[src/rtl/pu_ctrl.sv]
// pu_ctrl: sequencer for one processing-unit job.
//
// A job is num_out outputs accumulated over num_pass partial-sum passes.
// Each accepted operand (out_data_req & in_data_valid) issues one op:
//   o runs 0..num_out-1 (inner loop) and p runs 0..num_pass-1 (outer loop).
// The op reads weight w_base + p*num_out + o and cache line o.
// MAC_LAT cycles after issue, the partial sum is written back to cache line o.
// Ops on the last pass also write result r_base + o in that same cycle.
//
// Handshake: an operand is consumed on every rising edge where out_data_req
// and in_data_valid are both high. in_data_valid may drop at any time. While
// it is low, the op counters and the PU operand outputs hold their values. The
// writeback pipeline keeps moving regardless.
//
// Ports
//   clk, rst          clock; synchronous active-high reset
//   in_start          launch a job (sampled only in IDLE) together with
//                     in_num_out, in_num_pass, in_w_base, in_r_base,
//                     in_add_bias, in_relu, in_bias_addr
//   in_data_valid     activation operand available
//   out_busy          high in every state except IDLE
//   out_job_done      one-cycle completion pulse
//   out_data_req      high during RUN; consumes an operand with in_data_valid
//   out_w_rd_addr, out_cache_rd_addr, out_done, out_add_bias, out_relu,
//   out_bias_addr     PU operand side
//   out_cache_clear   one-cycle cache clear at job start
//   out_cache_wr_en/addr, out_r_wr_en/addr   writeback side
//   dbg_state         current FSM state (IDLE=0 CLEAR=1 RUN=2 DRAIN=3 FIN=4)
module pu_ctrl #(
  parameter int WADDR_WIDTH = 7,
  parameter int RADDR_WIDTH = 6,
  parameter int MAC_LAT     = 3
) (
  input  logic                   clk,
  input  logic                   rst,
  input  logic                   in_start,
  input  logic [5:0]             in_num_out,
  input  logic [7:0]             in_num_pass,
  input  logic [WADDR_WIDTH-1:0] in_w_base,
  input  logic [RADDR_WIDTH-1:0] in_r_base,
  input  logic                   in_add_bias,
  input  logic                   in_relu,
  input  logic [2:0]             in_bias_addr,
  input  logic                   in_data_valid,
  output logic                   out_busy,
  output logic                   out_job_done,
  output logic                   out_data_req,
  output logic [WADDR_WIDTH-1:0] out_w_rd_addr,
  output logic [2:0]             out_bias_addr,
  output logic                   out_cache_clear,
  output logic [4:0]             out_cache_rd_addr,
  output logic                   out_cache_wr_en,
  output logic [4:0]             out_cache_wr_addr,
  output logic                   out_add_bias,
  output logic                   out_relu,
  output logic                   out_done,
  output logic                   out_r_wr_en,
  output logic [RADDR_WIDTH-1:0] out_r_wr_addr,
  output logic [2:0]             dbg_state
);

  typedef enum logic [2:0] {
    S_IDLE  = 3'd0,
    S_CLEAR = 3'd1,
    S_RUN   = 3'd2,
    S_DRAIN = 3'd3,
    S_FIN   = 3'd4
  } state_t;

  // The last pipeline stage is the writeback cycle itself. DRAIN may leave
  // once only that stage (or nothing) is occupied, so FIN follows the final
  // writeback directly.
  localparam logic [MAC_LAT-1:0] DRAIN_MASK = {MAC_LAT{1'b1}} >> 1;

  state_t state, state_nxt;

  // Latched job configuration
  logic [5:0]             num_out_q;
  logic [7:0]             num_pass_q;
  logic [RADDR_WIDTH-1:0] r_base_q;
  logic                   add_bias_q;
  logic                   relu_q;
  logic [2:0]             bias_addr_q;
  logic                   cfg_ok_q;

  // Op counters; w_addr_q tracks w_base + p*num_out + o incrementally
  logic [4:0]             o_cnt;
  logic [7:0]             p_cnt;
  logic [WADDR_WIDTH-1:0] w_addr_q;

  // Writeback pipeline, stage 0 loaded by the issuing edge
  logic [MAC_LAT-1:0]     pipe_v;
  logic [MAC_LAT-1:0]     pipe_last;
  logic [4:0]             pipe_o [MAC_LAT];

  logic [5:0] num_out_clamped;
  logic       zero_cfg;
  logic       start_ok;
  logic       fire;
  logic       o_last;
  logic       p_last;
  logic       op_last;

  assign num_out_clamped = (in_num_out > 6'd32) ? 6'd32 : in_num_out;
  assign zero_cfg        = (in_num_out == 6'd0) || (in_num_pass == 8'd0);
  assign start_ok        = (state == S_IDLE) && in_start;
  assign fire            = (state == S_RUN) && in_data_valid;
  assign o_last          = ({1'b0, o_cnt} == (num_out_q - 6'd1));
  assign p_last          = cfg_ok_q && (p_cnt == (num_pass_q - 8'd1));
  assign op_last         = o_last && p_last;

  // Next-state logic
  always_comb begin
    state_nxt = state;
    case (state)
      S_IDLE:  if (in_start) state_nxt = zero_cfg ? S_FIN : S_CLEAR;
      S_CLEAR: state_nxt = S_RUN;
      S_RUN:   if (fire && op_last) state_nxt = S_DRAIN;
      S_DRAIN: if ((pipe_v & DRAIN_MASK) == '0) state_nxt = S_FIN;
      S_FIN:   state_nxt = S_IDLE;
      default: state_nxt = S_IDLE;
    endcase
  end

  // State, configuration and op counters
  always_ff @(posedge clk) begin
    if (rst) begin
      state       <= S_IDLE;
      num_out_q   <= '0;
      num_pass_q  <= '0;
      r_base_q    <= '0;
      add_bias_q  <= 1'b0;
      relu_q      <= 1'b0;
      bias_addr_q <= '0;
      cfg_ok_q    <= 1'b0;
      o_cnt       <= '0;
      p_cnt       <= '0;
      w_addr_q    <= '0;
    end else begin
      state <= state_nxt;
      if (start_ok) begin
        num_out_q   <= num_out_clamped;
        num_pass_q  <= in_num_pass;
        r_base_q    <= in_r_base;
        add_bias_q  <= in_add_bias;
        relu_q      <= in_relu;
        bias_addr_q <= in_bias_addr;
        cfg_ok_q    <= !zero_cfg;
        o_cnt       <= '0;
        p_cnt       <= '0;
        w_addr_q    <= in_w_base;
      end else if (fire && !op_last) begin
        // The final op leaves the counters parked so the operand outputs
        // keep showing it through DRAIN.
        w_addr_q <= w_addr_q + WADDR_WIDTH'(1);
        if (o_last) begin
          o_cnt <= '0;
          p_cnt <= p_cnt + 8'd1;
        end else begin
          o_cnt <= o_cnt + 5'd1;
        end
      end
    end
  end

  // Writeback pipeline: shifts every cycle, stalls only inject bubbles
  always_ff @(posedge clk) begin
    if (rst) begin
      pipe_v    <= '0;
      pipe_last <= '0;
      for (int i = 0; i < MAC_LAT; i++) pipe_o[i] <= '0;
    end else begin
      pipe_v[0]    <= fire;
      pipe_last[0] <= fire && p_last;
      pipe_o[0]    <= fire ? o_cnt : 5'd0;
      for (int i = 1; i < MAC_LAT; i++) begin
        pipe_v[i]    <= pipe_v[i-1];
        pipe_last[i] <= pipe_last[i-1];
        pipe_o[i]    <= pipe_o[i-1];
      end
    end
  end

  // Outputs are forced low while rst is high so that no write can escape in
  // the cycle reset is first applied.
  always_comb begin
    out_busy          = 1'b0;
    out_job_done      = 1'b0;
    out_data_req      = 1'b0;
    out_w_rd_addr     = '0;
    out_bias_addr     = '0;
    out_cache_clear   = 1'b0;
    out_cache_rd_addr = '0;
    out_cache_wr_en   = 1'b0;
    out_cache_wr_addr = '0;
    out_add_bias      = 1'b0;
    out_relu          = 1'b0;
    out_done          = 1'b0;
    out_r_wr_en       = 1'b0;
    out_r_wr_addr     = '0;
    if (!rst) begin
      out_busy          = (state != S_IDLE);
      out_job_done      = (state == S_FIN);
      out_data_req      = (state == S_RUN);
      out_cache_clear   = (state == S_CLEAR);
      out_w_rd_addr     = w_addr_q;
      out_bias_addr     = bias_addr_q;
      out_cache_rd_addr = o_cnt;
      out_done          = p_last;
      out_add_bias      = p_last && add_bias_q;
      out_relu          = p_last && relu_q;
      out_cache_wr_en   = pipe_v[MAC_LAT-1];
      out_cache_wr_addr = pipe_o[MAC_LAT-1];
      out_r_wr_en       = pipe_v[MAC_LAT-1] && pipe_last[MAC_LAT-1];
      if (out_r_wr_en) out_r_wr_addr = r_base_q + RADDR_WIDTH'(pipe_o[MAC_LAT-1]);
    end
  end

  assign dbg_state = state;

endmodule

[config.mk]
export PLATFORM = sky130hd
export DESIGN_NAME = pu_ctrl
export DESIGN_NICKNAME = d
export VERILOG_FILES = /design/src/rtl/pu_ctrl.sv
export SDC_FILE = /design/constraint.sdc
export NUM_CORES = 1
export LEC_CHECK = 0
export ABC_AREA = 0
export CAP_MARGIN = 20
export CORE_MARGIN = 2
export CORE_UTILIZATION = 43
export DETAILED_ROUTE_END_ITERATION = 8
export DONT_BUFFER_PORTS = 1
export PLACE_DENSITY_LB_ADDON = 0.15
export SLEW_MARGIN = 25
export SYNTH_ARGS = -nofsm -noshare
export SYNTH_HDL_FRONTEND = slang
export SYNTH_SLANG_ARGS = --single-unit
[constraint.sdc]
create_clock -name clk -period 7.3 [get_ports clk]
set_input_delay 1.095 -clock clk [delete_from_list [all_inputs] [get_ports clk]]
set_output_delay 1.095 -clock clk [all_outputs]
set_load 0.02 [all_outputs]
* Word-level counts from Yosys, hierarchy flattened
Memory sizes are Yosys's and may differ from the RTL's.
Cells that the tools add are included.
W data, S select, Z words.
** Word-level totals
- Output and inout port bits :: 38
- Bits of input ports :: 36
- Memories kept :: 1
- Flip-flop bits (word level) :: 55
- ROM bits :: 0
- Latch bits :: 0
- RAM bits :: 15
** Cells by class
- Multiplexer cells :: 31
- Divide/modulo/power cells :: 0
- Shift-type cells :: 0
- Magnitude comparators :: 1
- Add/subtract/negate cells :: 6
- Multipliers :: 0
- Reductions and logical operators :: 22
- Eq/ne operators :: 9
- Bitwise logic cells :: 3
** Memories
- pipe_o :: words 3, width 5, rd ports 3, clocked after memory_dff 0, write ports 3, line 94 : logic [4:0] pipe_o [MAC_LAT];
** Operators by type and width (number)
- $mux W5 :: 7
- $mux W7 :: 3
- $mux W6 :: 3
- $mux W3 :: 5
- $mux W1 :: 12
- $pmux W3 S4 :: 1
- $logic_and A1 B1 Y1 :: 10
- $add A8 B1 Y8 const B :: 1
- $eq A8 B8 Y1 :: 1
- $logic_not A8 Y1 :: 1
- $sub A8 B1 Y8 const B :: 1
- $add A7 B1 Y7 const B :: 1
- $add A6 B5 Y6 :: 1
- $eq A3 B2 Y1 const B :: 2
- $eq A5 B6 Y1 :: 1
- $gt A6 B6 Y1 const B :: 1
- $logic_not A3 Y1 :: 2
- $logic_not A6 Y1 :: 1
- $sub A6 B1 Y6 const B :: 1
- $add A5 B1 Y5 const B :: 1
- $ne A2 B2 Y1 const B :: 2
- $eq A3 B1 Y1 const B :: 1
- $eq A3 B3 Y1 const B :: 1
- $or A1 B1 Y1 :: 3
- other kinds (8) :: 9

* Logic depth before layout (Yosys ltp)
Gate-level depths: netlist of run 1.
- Depth in word-level cells :: 8
- Gate-level depth with buffers :: 12

* Least setup slack after synthesis of run 1
OpenSTA, ideal clock, no wires.
- Path type :: input to output
- Start :: in rst
- End :: out out_cache_clear
- Buffers on the path :: 2
- Arrival :: 2.242 ns
- Cell stages on the path :: 3
- Required time :: 6.205 ns
- Slack :: 3.963 ns
- Path through :: clkbuf_1 > clkbuf_1 > nor4b_1
** On the way
- Word-level cells in the longest chain between the ends :: 1
** RTL lines
- from (decl) :: line 35 : input logic rst,
- $mux W1 :: line 201 : if (!rst) begin
- to (decl) :: line 50 : output logic out_cache_clear,
Every way passes these cells.

* Worst setup path in the final report of run 1
- Start :: reg num_pass_q[0]
- End :: out out_add_bias
** On the way
- Word-level cells in the longest chain between the ends :: 5
** RTL lines
- from (decl) :: line 79 : logic [7:0] num_pass_q;
- from (signal assigned) :: line 143 : num_pass_q <= in_num_pass;
- $sub A8 B1 Y8 :: line 109 : assign p_last = cfg_ok_q && (p_cnt == (num_pass_q - 8'd1));
- $eq A8 B8 Y1 :: line 109
- $logic_and A1 B1 Y1 :: line 109
- $logic_and A1 B1 Y1 :: line 210 : out_add_bias = p_last && add_bias_q;
- $mux W1 :: line 201
- to (decl) :: line 54 : output logic out_add_bias,
Every way passes these cells.

==> results of run 1 <==
[cell usage after synthesis (6+ instances only)]
| library cell | instances |
|---|---|
| nor2b_1 | 37 |
| and2_1 | 8 |
| xor2_1 | 11 |
| nor3_1 | 8 |
| o21ai_0 | 8 |
| inv_1 | 11 |
| or3_1 | 7 |
| nand3_1 | 13 |
| ha_1 | 10 |
| buf_1 | 6 |
| nand2_1 | 62 |
| nor2_1 | 30 |
| a21oi_1 | 44 |
| clkbuf_1 | 14 |
| or4_1 | 10 |
| xnor2_1 | 11 |
| dfxtp_1 | 70 |
[critical path, stage by stage (launching register included)]
cell and delay, ns:
dfxtp_1 0.42, inv_1 0.07, ha_1 0.31, o21ba_1 0.21, a221oi_1 0.28, a41oi_1 0.11
nor4_4 0.25, nand2_1 0.14, nor2_1 0.38, and2_1 0.31
[layout make-up]
| type | instances | area, sq um | share of cell area |
|---|---|---|---|
| Clock buffer | 10 | 138 | 0.0368 |
| Multi-Input combinational cell | 320 | 1970 | 0.525 |
| Sequential cell | 70 | 1400 | 0.374 |
| Timing Repair Buffer | 3 | 22.5 | 0.00601 |
| Inverter | 11 | 41.3 | 0.0110 |
| Clock inverter | 6 | 45.0 | 0.0120 |
| Tap cell | 105 | 131 | 0.0351 |
[path summary, 6_finish.rpt]
path	from	end	slack [ns]	depth (start not counted)
worst min-delay path	pipe_o[0][2]$_SDFF_PP0_	pipe_o[0][7]$_SDFF_PP0_	0.44	1
worst min register to register	pipe_o[0][2]$_SDFF_PP0_	pipe_o[0][7]$_SDFF_PP0_	0.44	1
worst max register to register	num_pass_q[0]$_SDFFE_PP0P_	w_addr_q[1]$_SDFFE_PP0P_	4.73	9
worst max-delay path	num_pass_q[0]$_SDFFE_PP0P_	out_add_bias	3.38	9
[placed cells by master, fill, tap and decap left out, drive strengths merged, types with 11 or more instances in the layout]
cell   count
nor2b     37
nor2      30
o21ai     11
inv       13
nand2     62
a21oi     44
xnor2     11
xor2      11
nand3     13
dfxtp     70
[sequential cells by signal, summed over array words and instances, names as in the netlist, 3 cells and up]
| signal | cells |
|---|---|
| dbg_state | 3 |
| r_base_q | 6 |
| num_out_q | 6 |
| p_cnt | 8 |
| o_cnt | 5 |
| w_addr_q | 7 |
| pipe_v | 3 |
| pipe_o | 15 |
| bias_addr_q | 3 |
| pipe_last | 3 |
| num_pass_q | 8 |
[metrics by stage]
stage,cells,util,hold slack (ns),instance area [sq um],worst slack (ns)
after floorplan,428,-,0.414,3540,3.96
final,525,0.463,0.438,3740,3.38
after global routing,525,0.463,0.450,3740,3.11
after detailed placement,509,0.440,0.424,3560,3.76
after global placement,509,0.440,0.425,3560,3.84
after CTS,525,0.463,0.438,3740,3.35
[report_power, final]
group          total, mW  switching, mW  internal [mW]
registers          0.421         0.0215          0.400
logic              0.114         0.0695         0.0446
clock network      0.286          0.152          0.134
total              0.821          0.243          0.579
[cells by family (layout without fill, tap and decap cells)]
logic type | after synthesis | in the layout | share of synthesized area
DFF | 70 | 70 | 0.396
muxes | 1 | 1 | 0.00283
and+or+nand+nor | 204 | 204 | 0.307
buffers and inverters | 38 | 30 | 0.0481
xor gates and xnor gates | 22 | 22 | 0.0545
adders and majority gates | 11 | 11 | 0.0410
AOI/OAI and AO/OA | 82 | 82 | 0.150
[per-layer routing]
metal / track usage / vias to the layer above / part of all wire
met4: 0.0676 / 0 / 0.011
met1: 0.231 / 1352 / 0.48
met2: 0.278 / 67 / 0.46
li1: - / 1455 / -
met5: 0 / - / 0
met3: 0.0391 / 7 / 0.047
==> results.sh, run 1 <==
export IMPL_cts_tree="yes"
export IMPL_gp_congestion=0.770
export IMPL_path_clk_slew_ns=0.08
export IMPL_fin_tns_setup_ns=0
export IMPL_hold_buffers=0
export IMPL_cts_sinks=70
export IMPL_cp_max_fo=8
export IMPL_antenna_left=0
export IMPL_insertedDiodeCount=0
export IMPL_place_hpwl_um=5310
export IMPL_power_density_nw_per_um2=219
export IMPL_cts_made_buffers=9
export IMPL_synth_nets=475
export IMPL_synth_seq_area_share=0.396
export IMPL_core_area_sq_um=8090
export IMPL_crit_path_start_kind="flop"
export IMPL_drive_gt1_frac=0.0786
export IMPL_drc=0
export IMPL_cp_arrival_ns=2.82
export IMPL_final_nets=462
export IMPL_dr_total_vias=2881
export IMPL_min_period_ns=3.92
export IMPL_synth_edf_count=0
export IMPL_finalSetupViolCount=0
export IMPL_ios=74
export IMPL_io_buffers=0
export IMPL_track_usage=0.175
export IMPL_cts_resized=0
export IMPL_area_delta_synth_final_pct=5.87
export IMPL_maxSlewViolCount=0
export IMPL_synth_cell_types=54
export IMPL_wl_per_cell_um=14.6
export IMPL_rsz0062_at_grt="false"
export IMPL_rows=33
export IMPL_fin_skew_ns=0.00798
export IMPL_die_area_sq_um=8970
export IMPL_tightest_slew_ns=0.949
export IMPL_finalCritPeriodShare=0.537
export IMPL_root_buffer="clkbuf_8"
export IMPL_drt_iter0_markers=118
export IMPL_outcome="finished, final reports clean"
export IMPL_n_fill_cell=821
export IMPL_synth_area_sq_um=3540
export IMPL_max_cap_violations=0
export IMPL_peakVddDrop_mv=0.0793
export IMPL_start_util=0.437
export IMPL_synth_top_cell_area_share=0.396
export IMPL_finalPower_mw=0.821
export IMPL_antenna_found_initial=0
export IMPL_cts_buffer_depth=2
export IMPL_grt_pass1_wl_um=12400
export IMPL_ys_ff_latch=70
export IMPL_via_per_inst=5.49
export IMPL_postSynthCellCount=428
export IMPL_hold_violations=0
export IMPL_endpoint_kind="output port"
export IMPL_synth_area_leader_cell="dfxtp_1"
export IMPL_die_x_um=94.7
export IMPL_routed_wl_um=7660
export IMPL_htree_num_levels=3
export IMPL_leakagePower_nw=1.37
export IMPL_synthTopCellsByArea="dfxtp_1, nand2_1, nor2b_1"
export IMPL_post_cts_buffers=0
export IMPL_syn_area_per_cell_sq_um=8.26
export IMPL_ys_warn_count=0
export IMPL_crit_type="flop to output port"
export IMPL_die_h_um=94.7
export IMPL_slew_limit_headroom=0.359
export IMPL_grt_max_degree=82
export IMPL_worstHoldPathType="flop to flop"
export IMPL_ys_dominant_reg_cell="dfxtp_1"
export IMPL_synthArstFlopShare=0
export IMPL_fmax_mhz=255
export IMPL_critical_path_required_ns=6.20
export IMPL_grt_ovfl_total=0
export IMPL_grt_pass1_vias=2671
export IMPL_dr_pass1_iters=4
export IMPL_clock_latency_ns=0.34
Note: power is estimated with default switching activity, not from simulation.
==> run 2, diff against run 1 <==
--- a/config.mk
+++ b/config.mk
@@ -5,7 +5,7 @@
 export SDC_FILE = /design/constraint.sdc
 export NUM_CORES = 1
 export LEC_CHECK = 0
-export ABC_AREA = 0
+export ABC_AREA = 1
 export CAP_MARGIN = 20
 export CORE_MARGIN = 2
 export CORE_UTILIZATION = 43
==> constraint.sdc (replaced) <==
create_clock -name clk -period 3.7 [get_ports clk]
set_input_delay 0.555 -clock clk [delete_from_list [all_inputs] [get_ports clk]]
set_output_delay 0.555 -clock clk [all_outputs]
set_load 0.02 [all_outputs]
==> run 2 against run 1 <==
- critical path depth grew 3
- die area grew 8.5%
- setup slack lost 2.9 ns
- combinational power grew to 7.6 times the previous value
- sequential cell count is the same
- design area grew 11%
- via count grew 19%
- highest routed layer unchanged
- total power grew to 3.2 times the previous value
- area after synthesis grew 8.9%
==> results.sh, run 2 <==
export IMPL_ys_warn_count=0
export IMPL_grt_pass1_vias=3242
export IMPL_multi_input_area_sq_um=2000
export IMPL_outcome="finished, final reports clean"
export IMPL_ys_dominant_reg_cell="dfxtp_1"
export IMPL_dr_total_vias=3432
export IMPL_largest_reg_flops=15
export IMPL_htree_num_levels=3
export IMPL_fmax_mhz=312
export IMPL_final_util=0.479
export IMPL_cts_resized=0
export IMPL_finalPower_mw=2.59
export IMPL_place_hpwl_um=6840
export IMPL_rows=34
export IMPL_die_x_um=98.6
export IMPL_rsz0062_at_grt="false"
export IMPL_synth_cell_types=33
export IMPL_ys_ff_latch=70
export IMPL_start_util=0.442
export IMPL_insertedDiodeCount=0
export IMPL_postSynthCellCount=582
export IMPL_place_ws_ns=0.856
export IMPL_max_cap_violations=0
export IMPL_synth_top_cell_area_share=0.364
export IMPL_cts_tree="yes"
export IMPL_track_usage=0.193
export IMPL_fin_tns_setup_ns=0
export IMPL_synthArstFlopShare=0
export IMPL_leakagePower_nw=1.80
export IMPL_n_fill_cell=904
export IMPL_io_buffers=0
export IMPL_hold_violations=0
export IMPL_r2r_slack_ns=1.42
export IMPL_area_delta_synth_final_pct=8.38
export IMPL_crit_path_start_kind="flop"
export IMPL_ys_top_cells_by_count="nand2_1, nor2_1, inv_1"
export IMPL_top_register="pipe_o"
export IMPL_hold_depth=1
export IMPL_top_regs="pipe_o: 15 flops, num_pass_q: 8 flops, p_cnt: 8 flops"
export IMPL_root_buffer="clkbuf_8"
export IMPL_peakVddDrop_mv=0.259
export IMPL_synth_seq_area_share=0.364
export IMPL_drt_iter0_markers=109
export IMPL_final_common_cell="nand2_1"
export IMPL_dr_pass1_iters=4
export IMPL_die_h_um=98.6
export IMPL_cp_arrival_ns=2.65
export IMPL_min_period_ns=3.20
export IMPL_endpoint_kind="output port"
export IMPL_power_density_nw_per_um2=620
export IMPL_dr_wl_met2_um=4070
export IMPL_finalCritPeriodShare=0.865
export IMPL_yosysMostFrequentCell="nand2_1"
export IMPL_synth_area_sq_um=3850
export IMPL_crit_type="flop to output port"
export IMPL_crit_reg2reg_launch="dbg_state[0]$_SDFFE_PP0P_"
export IMPL_worstHoldPathType="input port to flop"
export IMPL_cts_made_buffers=9
export IMPL_drc=0
export IMPL_die_area_sq_um=9730
export IMPL_routed_wl_um=8980
export IMPL_post_cts_buffers=0
export IMPL_r2r_end="p_cnt[2]$_SDFFE_PP0P_"
export IMPL_hold_buffers=0
export IMPL_wl_met1_um=4400
export IMPL_hold_path_startpoint="rst"
export IMPL_grt_pass1_wl_um=15200
export IMPL_antenna_found_initial=0
export IMPL_critical_path_required_ns=3.14
export IMPL_antenna_left=0
export IMPL_ios=74
export IMPL_highest_layer="met4"
export IMPL_cts_buffer_depth=2
export IMPL_synth_area_leader_cell="dfxtp_1"
export IMPL_via_per_inst=4.95
export IMPL_register_area_sq_um=1400
export IMPL_synthTopCellsByArea="dfxtp_1, nand2_1, nor2_1"
export IMPL_cts_sinks=70
export IMPL_synth_edf_count=0
export IMPL_syn_area_per_cell_sq_um=6.62
export IMPL_finalSetupViolCount=0
export IMPL_fin_skew_ns=0.0113
export IMPL_wl_per_cell_um=13.0
export IMPL_grt_ovfl_total=0
export IMPL_grt_max_degree=51
export IMPL_wl_met3_um=436
export IMPL_tightest_slew_ns=0.650
export IMPL_gp_congestion=0.841
export IMPL_slew_limit_headroom=0.563
export IMPL_maxSlewViolCount=0
export IMPL_path_clk_slew_ns=0.08
export IMPL_core_area_sq_um=8720
export IMPL_final_nets=627
export IMPL_rr_worst_depth=12
export IMPL_synth_nets=629
export IMPL_drive_gt1_frac=0.101
export IMPL_holdPathEnd="dbg_state[2]$_SDFFE_PP0P_"
export IMPL_cp_max_fo=6
export IMPL_mostFrequentLayoutCells="nand2_1, nor2_1, inv_1"
export IMPL_clock_latency_ns=0.35
export IMPL_finalWorstSetupSlack_ns=0.500
-- run 2: changes by cell type in the layout (fill, tap and decap cells not counted), sizes merged, moves of 8 or more --
cell   change
nand2     +61
or4       -10
a21oi      -8
nor2b     -37
o21ai     +29
nor4       -8
nand3     +25
inv       +87
nor2      +78
xnor2      -8
nand4     +10
-- run 2: worst max path at each step --
stage                   end  slack, ns  depth (start not counted)                  startpoint
3_3_place_gp   out_add_bias       0.94                         12  num_pass_q[0]$_SDFFE_PP0P_
4_1_cts            out_relu       0.47                         12  num_pass_q[0]$_SDFFE_PP0P_
6_report           out_relu       0.50                         12  num_pass_q[0]$_SDFFE_PP0P_
5_1_grt        out_add_bias       0.26                         12  num_pass_q[0]$_SDFFE_PP0P_
3_5_place_dp       out_relu       0.86                         12  num_pass_q[0]$_SDFFE_PP0P_
2_1_floorplan  out_add_bias       1.11                         12  num_pass_q[0]$_SDFFE_PP0P_
-- run 2: layer usage --
metal	GRT usage	up-vias
li1	-	1820
met1	0.254	1544
met2	0.313	62
met3	0.0596	6
met4	0.0443	0
met5	0	-
-- run 2: logic make-up (layout without fill, tap and decap cells) --
family | after synthesis | after routing | share of synthesized area
flip-flops | 70 | 70 | 0.364
buffers and inverters | 115 | 118 | 0.117
AO/OA/AOI/OAI | 83 | 83 | 0.118
adder cells (fa/ha/maj) | 11 | 11 | 0.0377
XOR/XNOR | 9 | 9 | 0.0224
AND/OR/NAND/NOR | 294 | 294 | 0.340
-- run 2: stage by stage --
step           hold WS, ns  cells  instance area (sq um)
2_1_floorplan        0.388    582                   3850
5_1_grt              0.243    693                   4170
6_report             0.269    693                   4170
3_3_place_gp         0.394    677                   3930
4_1_cts              0.245    693                   4170
3_5_place_dp         0.398    677                   3930
-- run 2: critical path: stages (launching register included) --
cell     delay (ns)
dfxtp_1        0.33
inv_1          0.10
ha_1           0.32
nand2_1        0.07
inv_1          0.04
nor2_1         0.08
nand3_1        0.12
nor3_1         0.20
and2_1         0.14
nand2_1        0.07
nor2_1         0.36
inv_1          0.15
nor2_1         0.33
-- run 2: power by group --
| part | switching [mW] | internal, mW | leakage, nW |
|---|---|---|---|
| Sequential | 0.0997 | 0.860 | 0.570 |
| Clock | 0.310 | 0.451 | 0.124 |
| Combinational | 0.591 | 0.276 | 1.11 |
-- run 2: final cells by class --
cell class / instances / share of cell area
Clock buffer: 9 / 0.0297
Clock inverter: 7 / 0.0291
Inverter: 99 / 0.0890
Multi-Input combinational cell: 397 / 0.479
Sequential cell: 70 / 0.336
Tap cell: 108 / 0.0324
Timing Repair Buffer: 3 / 0.00540
